`src/rtl/subtr_divider_if.sv`:
```
// Handshake and operand/result bundle for the restoring divider.
// master drives requests, slave (the divider) returns results.
interface subtr_divider_if #(
  parameter int WIDTH = 8
);
  logic             start;
  logic [WIDTH-1:0] dividend;
  logic [WIDTH-1:0] divisor;
  logic             busy;
  logic             done;
  logic [WIDTH-1:0] quotient;
  logic [WIDTH-1:0] remainder;
  logic             div_by_zero;

  modport master (
    output start, dividend, divisor,
    input  busy, done, quotient,
    input  remainder, div_by_zero
  );

  modport slave (
    input  start, dividend, divisor,
    output busy, done, quotient,
    output remainder, div_by_zero
  );
endinterface

```
`src/rtl/subtr_divider.sv`:
```
// Unsigned restoring divider: one quotient bit per cycle through a
// shared full subtractor; divide-by-zero completes in a single cycle.
module full_subtr #(
  parameter int WIDTH = 8
) (
  input  logic [WIDTH-1:0] a,
  input  logic [WIDTH-1:0] b,
  input  logic             cin,
  output logic [WIDTH:0]   s
);
  assign s = {1'b0, a} - {1'b0, b} - {{WIDTH{1'b0}}, cin};
endmodule

module subtr_divider #(
  parameter int WIDTH = 8
) (
  input  logic           clk,
  input  logic           rst,
  subtr_divider_if.slave bus
);
  typedef enum logic [1:0] {
    IDLE = 2'd0,
    BUSY = 2'd1,
    DONE = 2'd2
  } state_t;

  state_t           state, state_n;
  logic [WIDTH-1:0] r, q, dvs;
  logic [WIDTH-1:0] t, r_n, q_n;
  logic [WIDTH-1:0] quo, rem;
  logic [WIDTH:0]   s;
  logic [3:0]       cnt;
  logic             m, take, accept, last, dbz, zero;

  // m is the bit shifted out of R; when set, T+256 always covers divisor
  assign m    = r[WIDTH-1];
  assign t    = {r[WIDTH-2:0], q[WIDTH-1]};
  assign take = m | ~s[WIDTH];
  assign r_n  = take ? s[WIDTH-1:0] : t;
  assign q_n  = {q[WIDTH-2:0], take};

  full_subtr #(.WIDTH(WIDTH)) u_sub (
    .a   (t),
    .b   (dvs),
    .cin (1'b0),
    .s   (s)
  );

  assign accept = bus.start & (state != BUSY);
  assign zero   = bus.divisor == '0;
  assign last   = cnt == 4'd1;

  assign bus.busy        = state == BUSY;
  assign bus.done        = state == DONE;
  assign bus.quotient    = quo;
  assign bus.remainder   = rem;
  assign bus.div_by_zero = dbz;

  always_ff @(posedge clk or posedge rst) begin
    if (rst) state <= IDLE;
    else     state <= state_n;
  end

  always_comb begin
    state_n = state;
    unique case (state)
      IDLE, DONE: begin
        if (bus.start) state_n = zero ? DONE : BUSY;
        else           state_n = IDLE;
      end
      BUSY:    if (last) state_n = DONE;
      default: state_n = IDLE;
    endcase
  end

  always_ff @(posedge clk or posedge rst) begin
    if (rst) begin
      r   <= '0;
      q   <= '0;
      dvs <= '0;
      cnt <= '0;
      quo <= '0;
      rem <= '0;
      dbz <= 1'b0;
    end else if (accept) begin
      dvs <= bus.divisor;
      dbz <= zero;
      r   <= '0;
      q   <= bus.dividend;
      if (zero) begin
        cnt <= '0;
        quo <= '1;
        rem <= bus.dividend;
      end else begin
        cnt <= 4'd8;
      end
    end else if (state == BUSY) begin
      r   <= r_n;
      q   <= q_n;
      cnt <= cnt - 4'd1;
      if (last) begin
        quo <= q_n;
        rem <= r_n;
      end
    end
  end
endmodule

```
`src/flat_wrapper.sv`:
```
// flat-port wrapper written by rule: the top's interface ports become plain ports
module subtr_divider_flat 
#(
  parameter int WIDTH = 8
)
  (clk, rst, bus_start, bus_dividend, bus_divisor, bus_busy, bus_done, bus_quotient, bus_remainder, bus_div_by_zero);
  subtr_divider_if #(.WIDTH(WIDTH)) bus_i ();
  input  logic clk;
  input  logic rst;
  input wire logic [$bits(bus_i.start)-1:0] bus_start;
  input wire logic [$bits(bus_i.dividend)-1:0] bus_dividend;
  input wire logic [$bits(bus_i.divisor)-1:0] bus_divisor;
  output wire logic [$bits(bus_i.busy)-1:0] bus_busy;
  output wire logic [$bits(bus_i.done)-1:0] bus_done;
  output wire logic [$bits(bus_i.quotient)-1:0] bus_quotient;
  output wire logic [$bits(bus_i.remainder)-1:0] bus_remainder;
  output wire logic [$bits(bus_i.div_by_zero)-1:0] bus_div_by_zero;
  assign bus_i.start = bus_start;
  assign bus_i.dividend = bus_dividend;
  assign bus_i.divisor = bus_divisor;
  assign bus_busy = bus_i.busy;
  assign bus_done = bus_i.done;
  assign bus_quotient = bus_i.quotient;
  assign bus_remainder = bus_i.remainder;
  assign bus_div_by_zero = bus_i.div_by_zero;
  subtr_divider #(.WIDTH(WIDTH)) u_core (.clk(clk), .rst(rst), .bus(bus_i));
endmodule
```
`config.mk`:
```
export PLATFORM = sky130hd
export DESIGN_NAME = subtr_divider_flat
export DESIGN_NICKNAME = d
export VERILOG_FILES = /design/src/rtl/subtr_divider_if.sv /design/src/rtl/subtr_divider.sv /design/src/flat_wrapper.sv
export SDC_FILE = /design/constraint.sdc
export NUM_CORES = 1
export LEC_CHECK = 0
export ABC_AREA = 1
export CORE_MARGIN = 2
export CORE_UTILIZATION = 59
export DETAILED_ROUTE_END_ITERATION = 10
export PLACE_DENSITY = 0.86
export SETUP_SLACK_MARGIN = 0.3
export SLEW_MARGIN = 30
export SYNTH_ARGS = -nofsm -noshare
export SYNTH_HDL_FRONTEND = slang
export SYNTH_SLANG_ARGS = --single-unit
```
`constraint.sdc`:
```
create_clock -name clk -period 4.9 [get_ports clk]
set_input_delay 0.98 -clock clk [delete_from_list [all_inputs] [get_ports clk]]
set_output_delay 0.98 -clock clk [all_outputs]
set_load 0.03 [all_outputs]
```
==> results of run 1 <==
## cell families (layout without fill, tap and decap cells)
logic type      Yosys count  in the layout  share of synthesized area
simple gates            158            158                      0.265
flops                    47             47                      0.445
buf+inv                  80            117                      0.128
xor+xnor                  4              4                     0.0133
fa+ha+maj                11             11                     0.0549
compound gates           38             38                     0.0938
## metal layers
metal / vias to the layer above / routed length (um) / track usage
li1: 1118 / - / -
met3: 16 / 390 / 0.0556
met1: 1061 / 2430 / 0.315
met5: - / 0 / 0
met2: 75 / 2740 / 0.418
met4: 0 / 146 / 0.0985
## sequential cells by signal, indices dropped and copies added (netlist names)
name,flops
u_core.bus.quotient,8
u_core.bus.remainder,8
u_core.dvs,8
u_core.q,8
u_core.r,8
u_core.cnt,4
u_core.state,2
u_core.bus.div_by_zero,1
## power by group
part | switching (mW) | internal, mW
clock network | 0.138 | 0.152
registers | 0.123 | 0.570
logic | 0.866 | 0.515
total | 1.13 | 1.24
## stage by stage
| stage | cell area (um^2) | std cells | worst slack (ps) | hold slack, ps |
|---|---|---|---|---|
| 2_1_floorplan | 2640 | 338 | 2800 | 449 |
| 3_3_place_gp | 3010 | 419 | 2080 | 470 |
| 3_5_place_dp | 3010 | 419 | 1970 | 472 |
| 4_1_cts | 3130 | 427 | 2100 | 495 |
| 5_1_grt | 3130 | 427 | 2030 | 499 |
| 6_report | 3130 | 427 | 2100 | 491 |
## placed cells by master, fill, tap and decap left out
cell / n
a21oi_4: 1
inv_4: 1
clkbuf_8: 5
a22oi_1: 1
a221o_1: 7
nand3_2: 1
nand2_1: 84
clkinv_1: 1
o21ai_0: 11
nor2_4: 3
dfrtp_1: 47
or2_2: 1
fa_1: 1
xnor2_1: 1
a31oi_1: 3
nor2_1: 31
ha_1: 10
nor2_2: 2
bufinv_16: 1
o22ai_1: 2
nand3_1: 26
xor2_1: 3
o21ai_1: 3
inv_1: 67
clkinv_2: 1
nand2_4: 3
inv_2: 3
a21oi_1: 9
o211ai_1: 1
nand4_1: 4
nor3_1: 1
clkinv_4: 1
nand2_2: 2
clkdlybuf4s50_1: 37
## how the worst max path moves through the flow
stage                                                to  cells past startpoint                         from  slack [ps]
floorplan            u_core.bus.div_by_zero$_DFFE_PP0P_                      1                          rst        2800
global placement    u_core.bus.remainder[6]$_DFFE_PP0P_                      8                    bus_start        2080
detailed placement  u_core.bus.remainder[4]$_DFFE_PP0P_                      8                    bus_start        1970
CTS                                            bus_busy                      4  u_core.state[1]$_DFFE_PP0P_        2100
global route                                   bus_busy                      4  u_core.state[1]$_DFFE_PP0P_        2030
finish                                         bus_busy                      4  u_core.state[1]$_DFFE_PP0P_        2100
## tightest hold or removal path, cell delays in order (launching register included)
cell     delay [ps]
dfrtp_1         350
nand2_1          50
nand2_1          60
## area by class of cell
type / count / area (um^2) / area share
sequential: 47 / 1180 / 0.376
multi-input combinational: 211 / 1130 / 0.361
timing repair buffer: 37 / 370 / 0.118
inverter: 72 / 273 / 0.0873
clock buffer: 5 / 68.8 / 0.0220
tap: 52 / 65.1 / 0.0208
clock inverter: 3 / 43.8 / 0.0140
==> results.md, run 1 <==
- The worst setup path is launched from a register.
- TritonCTS created 5 clock buffers.
- The routed design could run at a clock period as short as 2800 ps.
- STA classifies the critical path endpoint as an output port.
- The total power draw is 2.36 mW.
- In this run the worst path has a maximum fanout of 11.
- The full die area is 0.00503 mm^2.
- The synthesized netlist net count is 368.
- The depth of the worst register-to-register path is 14.
- Counting distinct cell types in the post-synthesis netlist gives 31.
- Based on the critical path, the design can be clocked at up to 357 MHz.
- Yosys mapped a number of flops with a built-in enable equal to 0.
- The number of nets with antenna violations after detailed routing is 0.
- The Yosys warning count is 0.
- Counting every sink on the clock net gives 47.
- The critical path contains buffers and inverters numbering 3 combined.
- The worst setup path is of the reg2out kind.
- Ranked by total cell area, the synthesized netlist is headed by dfrtp_1 (45%), nand2_1 (12%), inv_1 (9.7%), nand3_1 (4.9%), ha_1 (4.7%).
- Across all register-to-register paths, the minimum setup slack is 2920 ps.
- The number of max-cap violations is 0.
- Power spread over the standard cell area amounts to 756 mW/mm^2.
- The wire length of the first global-routing pass is 9.80 mm.
- The initialized floorplan defines 24 standard-cell rows.
- The core region is 0.00432 mm^2.
- The overall track demand over capacity in global routing is 0.249.
- The worst clock skew is 5.09 ps.
- The number of gates resized after CTS was 0.
- The signal on the critical path passes through inv_1, nand2_2, inv_2, clkdlybuf4s50_1.
- In the finished design, the share of the clock period the worst path needs comes to 0.571.
- The synthesized instance count is 338.
- The detailed router finished its first iteration with 147 violations.
- Setup total negative slack on the finished layout was measured at 0 ps.
- The proportion of synthesized chip area in sequential cells is 0.445.
- The detailed router placed 2,270 vias in this run.
- Each instance of the synthesized netlist takes up on average 7.82 um^2.
- The cell class contributing the biggest share of worst-path delay is buffers and inverters.
- The worst endpoint data arrival time is 1820 ps.
- Clock latency on the worst-skew pair, taken at its later pin, is 310 ps.
- The required time of the worst setup path is 3920 ps.
- Of the cells placed in the final design, the portion with a size suffix greater than 1 is 0.0667.
- The CTS tree is built.
- At the end of the flow the core is filled with cells to 0.723.
- Dividing the detail-routed wire length by the instance count gives 13.3 um.
- The quantity of I/O buffers inserted on ports is 37.
- The number of setup buffers added after CTS is 0.
- The top-level port count is 38.
- Summed over all nets, the half-perimeter wirelength after detailed placement is 4.23 mm.
- The maximum VDD drop is 0.000462 V.
- dfrtp_1 takes more of the synthesized area than any other cell.
- The clock-pin slew of the registers on the worst-case setup and hold paths is 90 ps.
- In this run the most critical hold path is launched from u_core.bus.div_by_zero$_DFFE_PP0P_.
- The number of antenna diodes in the final layout is 0.
- The flip-flop cell with the highest count after synthesis is dfrtp_1.
- The post-synthesis instance area is 0.00264 mm^2.
- The biggest cell delay along the critical path is 720 ps.
- Summed over all layers, the global routing overflow is 0.
- The run finished with clean final reports.
- The count of endpoints failing hold in the final timing report is 0.
- The tree is rooted in a clkbuf_8.
- The cell leakage power is 1.72 nW.
- The filler cells instantiated in the layout total 365.
- On the critical path, the stage with the largest delay is an instance of clkdlybuf4s50_1.
- The initial antenna violation count is 0.
- Using the TritonRoute via totals, the vias-per-cell ratio works out to 5.32.
- Setup repair after global routing left no endpoint under its margin.
- Headroom to the max-slew limit came out at 0.584.
- The vertical die dimension is 70.9 um.
- The number of global-route vias before repair is 2,221.
- In this run the critical register-to-register path is launched from u_core.q[7]$_DFFE_PP0P_.
- The effective utilization at floorplan is 0.611.
- By instance count, the leading cell after synthesis is nand2_1.
- The congestion estimate from routability-driven global placement came to 0.880.
- The overall routed net length is 5.70 mm.
- Of the post-synthesis cell area, the dominant cell type holds 0.445.
- The hold-critical path endpoint is u_core.bus.div_by_zero$_DFFE_PP0P_.
- The endpoint identified for the worst register-to-register timing path is u_core.bus.remainder[4]$_DFFE_PP0P_.
- The worst-margin pin slew is 622 ps.
- The die is 70.9 um wide.
- Compared with the post-synthesis result, the final layout area differs by 18.3%.
- The largest net degree at the start of global routing is 48.
- The final-report setup violation count is 0.
- In this run, synthesis produced a sequential element count of 47.
- The longest clock path from root to sink contains 2 buffers.
- In the final design database the tool counted 404 nets.
- The number of detailed-route iterations in the first pass is 4.
- Of all flip-flops after synthesis, the portion carrying an async set or reset was 1.00.
- The min-delay analysis places its worst path in the category reg2reg.
- The number of slew-limit violations in the final report is 0.
- The DRC violations left is 0.
- CTS built an H-tree with a depth of 2.
- Ranked by instance count, the synthesized netlist is headed by nand2_1 (84), inv_1 (68), dfrtp_1 (47).
- The hold-critical path depth is 2.
- The number of hold buffers added after cts is 0.
Power figures use the tool's default switching activity.
==> run 2: changes to the inputs <==
--- a/config.mk
+++ b/config.mk
@@ -7,9 +7,9 @@
 export LEC_CHECK = 0
 export ABC_AREA = 1
 export CORE_MARGIN = 2
-export CORE_UTILIZATION = 59
+export CORE_UTILIZATION = 54
 export DETAILED_ROUTE_END_ITERATION = 10
-export PLACE_DENSITY = 0.86
+export PLACE_DENSITY = 0.79
 export SETUP_SLACK_MARGIN = 0.3
 export SLEW_MARGIN = 30
 export SYNTH_ARGS = -nofsm -noshare
==> constraint.sdc (replaced) <==
create_clock -name clk -period 2.67 [get_ports clk]
set_input_delay 0.534 -clock clk [delete_from_list [all_inputs] [get_ports clk]]
set_output_delay 0.534 -clock clk [all_outputs]
set_load 0.03 [all_outputs]
==> run 2 against run 1 <==
Compared with the run above:
- total power grew 84%
- global-route usage shrank 2.3 points
- combinational power grew 84%
- first-iteration DRC count shrank 20%
- core utilization shrank 5.1 points
- clock-buffer cell count is the same
- sequential power grew 83%
- clock skew grew 7.4 ps
- register-to-register slack lost 2300 ps
- critical path type unchanged
- cell area grew 1.6%
- highest routed layer unchanged
- worst hold slack lost 1.3 ps
- critical path depth shrank 2
==> results.md, run 2 (synthesis gave the netlist of run 1 again) <==
- The number of DRC markers after the initial detailed-route iteration is 117.
- Traced cell by cell, the critical path runs through nor2_1, clkdlybuf4s50_1.
- The ratio of final minimum period to clock period is 0.766.
- Entering global routing, the biggest net connects 29 pins.
- Counting along the longest clock path gives a buffer depth of 2.
- Once layout is done, the placed cells without fillers occupy 0.00317 mm^2.
- The wire length of the first global-routing pass is 9.37 mm.
- The area of the multi-input gates is 0.00113 mm^2.
- The final-report setup violation count is 0.
- Clock latency on the worst-skew pair, taken at its later pin, is 310 ps.
- The full die area is 0.00547 mm^2.
- The highest net fanout along the worst path is 4.
- After detailed routing, the number of vias per cell comes to 4.97.
- The cell sitting at the root of the clock tree is a clkbuf_8.
- The critical path capture point type is an output port.
- The worst hold margin is 489 ps.
- The kind of launch point of the worst setup path is a register.
- The region available for standard cell placement spans 0.00472 mm^2.
- The initial antenna violation count is 0.
- The layout cell share with drive strength beyond 1 is 0.0716.
- The top-level port count is 38.
- In this run the critical register-to-register path is launched from u_core.q[7]$_DFFE_PP0P_.
- The chip width is 74.0 um.
- The final total negative setup slack is 0 ps.
- The flow ran to the end, and the final reports show no timing, DRC or antenna violations.
- The path class of the tightest hold or removal check is reg2reg.
- The vertical die dimension is 74.0 um.
- Summed over all cells, the static leakage comes to 1.73 nW.
- The smallest clock period supported by the final layout is computed as 2050 ps.
- Buffers inserted during clock tree synthesis total 5.
- The CTS tree is built.
- In this run the worst setup path begins at u_core.state[0]$_DFFE_PP0P_.
- The number of slew-limit violations in the final report was 0.
- The overall routed net length is 5.62 mm.
- The total power draw is 4.36 mW.
- Data arrives at the worst endpoint at 1510 ps.
- At the pin with the least slew margin, the transition time is 625 ps.
- The biggest cell delay along the critical path is 670 ps.
- Across the whole layout, storage elements account for 0.00118 mm^2.
- The headroom to the max-slew limit is 0.582.
- The global placement routability congestion is 0.920.
- The net count of the finished layout is 406.
- STA puts the critical path data required time at 2140 ps.
- In the layout the commonest cells are nand2_1 (84), inv_1 (67), dfrtp_1 (47).
- The achievable frequency is 489 MHz.
- For this configuration, the core starts out at a cell density of 0.559.
- The power density over the cells is 1370 mW/mm^2.
- 0 antenna diodes ended up in the layout.
- The slowest stage of the critical path is the clkdlybuf4s50_1 cell.
- The number of global-route vias before repair is 2,047.
- The startpoint identified for the worst hold timing path is u_core.r[7]$_DFFE_PP0P_.
- Fill cells in the final layout number 419.
- The area added between synthesis and finish is 20.1%.
- For this run the aggregate overflow at the end of global routing stands at 0.
- The number of clock sinks is 47.
- The placed instances occupy a cell area of 0.00306 mm^2.
- The clock tree synthesis step divided the H-tree into 2 levels.
- The number of nets with antenna violations after detailed routing is 0.
- The worst clock skew is 12.5 ps.
- The count of endpoints failing hold in the final timing report is 0.
- Setup repair after global routing left no endpoint under its margin.
- The number of max-cap violations is 0.
- Summed over all nets, the half-perimeter wirelength after detailed placement is 4.25 mm.
- Clock-pin slew was measured on the worst setup and hold paths at 90 ps.
- Leaving out fill and tap cells, the most frequent cell in the layout is nand2_1.
- Across the VDD grid, the largest voltage drop is 0.000716 V.
- In the routed design, unresolved DRC markers number 0.
- The quantity of I/O buffers inserted on ports is 37.
- In the global route stage, overall resource usage came out at 0.226.
- The total number of vias is 2,206.
- The setup path with the least slack is of type reg2out.
- The number of detailed-route iterations in the first pass is 4.
- Dividing the detail-routed wire length by the instance count gives 12.7 um.
- The initialized floorplan defines 25 standard-cell rows.
-- run 2: changes by cell type in the layout (fill, tap and decap cells not counted), sizes merged --
cell / before / now
buf: 0 / 2
clkinv: 3 / 1
clkdlybuf4s50: 37 / 36
clkinvlp: 0 / 1
dlymetal6s2s: 0 / 1
inv: 71 / 72
-- run 2: layout make-up --
cell class / instances / share of cell area
well taps: 67 / 0.0264
flip-flops and latches: 47 / 0.371
multi-input cells: 211 / 0.356
repair buffers: 39 / 0.126
clock buffers: 5 / 0.0217
clock inverters: 3 / 0.0146
inverters: 72 / 0.0851
-- run 2: power breakdown --
group          internal, mW  switching [mW]  leakage (nW)
sequential             1.05           0.227         0.560
combinational         0.953            1.59          1.12
clock                 0.282           0.258        0.0548
-- run 2: metal layers --
layer,GRT usage,vias up,share of wire
met2,0.368,58,0.47
li1,-,1124,-
met3,0.0461,5,0.060
met5,0,-,0
met1,0.313,1019,0.46
met4,0.0545,0,0.010
-- run 2: path summary, 6_finish.rpt --
kind / slack [ps] / end / cells past startpoint
max: 620 / bus_done / 2
min: 490 / u_core.r[7]$_DFFE_PP0P_ / 2
max reg2reg: 660 / u_core.r[3]$_DFFE_PP0P_ / 14
min reg2reg: 490 / u_core.r[7]$_DFFE_PP0P_ / 2
max in group asynchronous: 1620 / u_core.bus.quotient[1]$_DFFE_PP0P_ / 3
min in group asynchronous: 550 / u_core.state[1]$_DFFE_PP0P_ / 2
-- run 2: timing repair --
action / 4_1_cts / 5_1_grt
resized for setup: 0 / 1
buffers inserted: 0 / 0
endpoints found under the setup margin: 0 / 1
hold buffers: 0 / 0
hold endpoints to repair: 0 / 0
-- run 2: through the flow --
step	utilization	std cells	worst slack (ps)
floorplan	-	338	902
CTS	0.672	444	325
finish	0.672	444	624
detailed placement	0.647	436	412
global placement	0.647	436	429
global route	0.672	444	482
-- run 2: critical path, delay by kind of cell, from the launching register on --
kind / cells / cell delay (ps)
AND/OR/NAND/NOR: 1 / 120
flip-flops: 1 / 430
buffers and inverters: 1 / 670
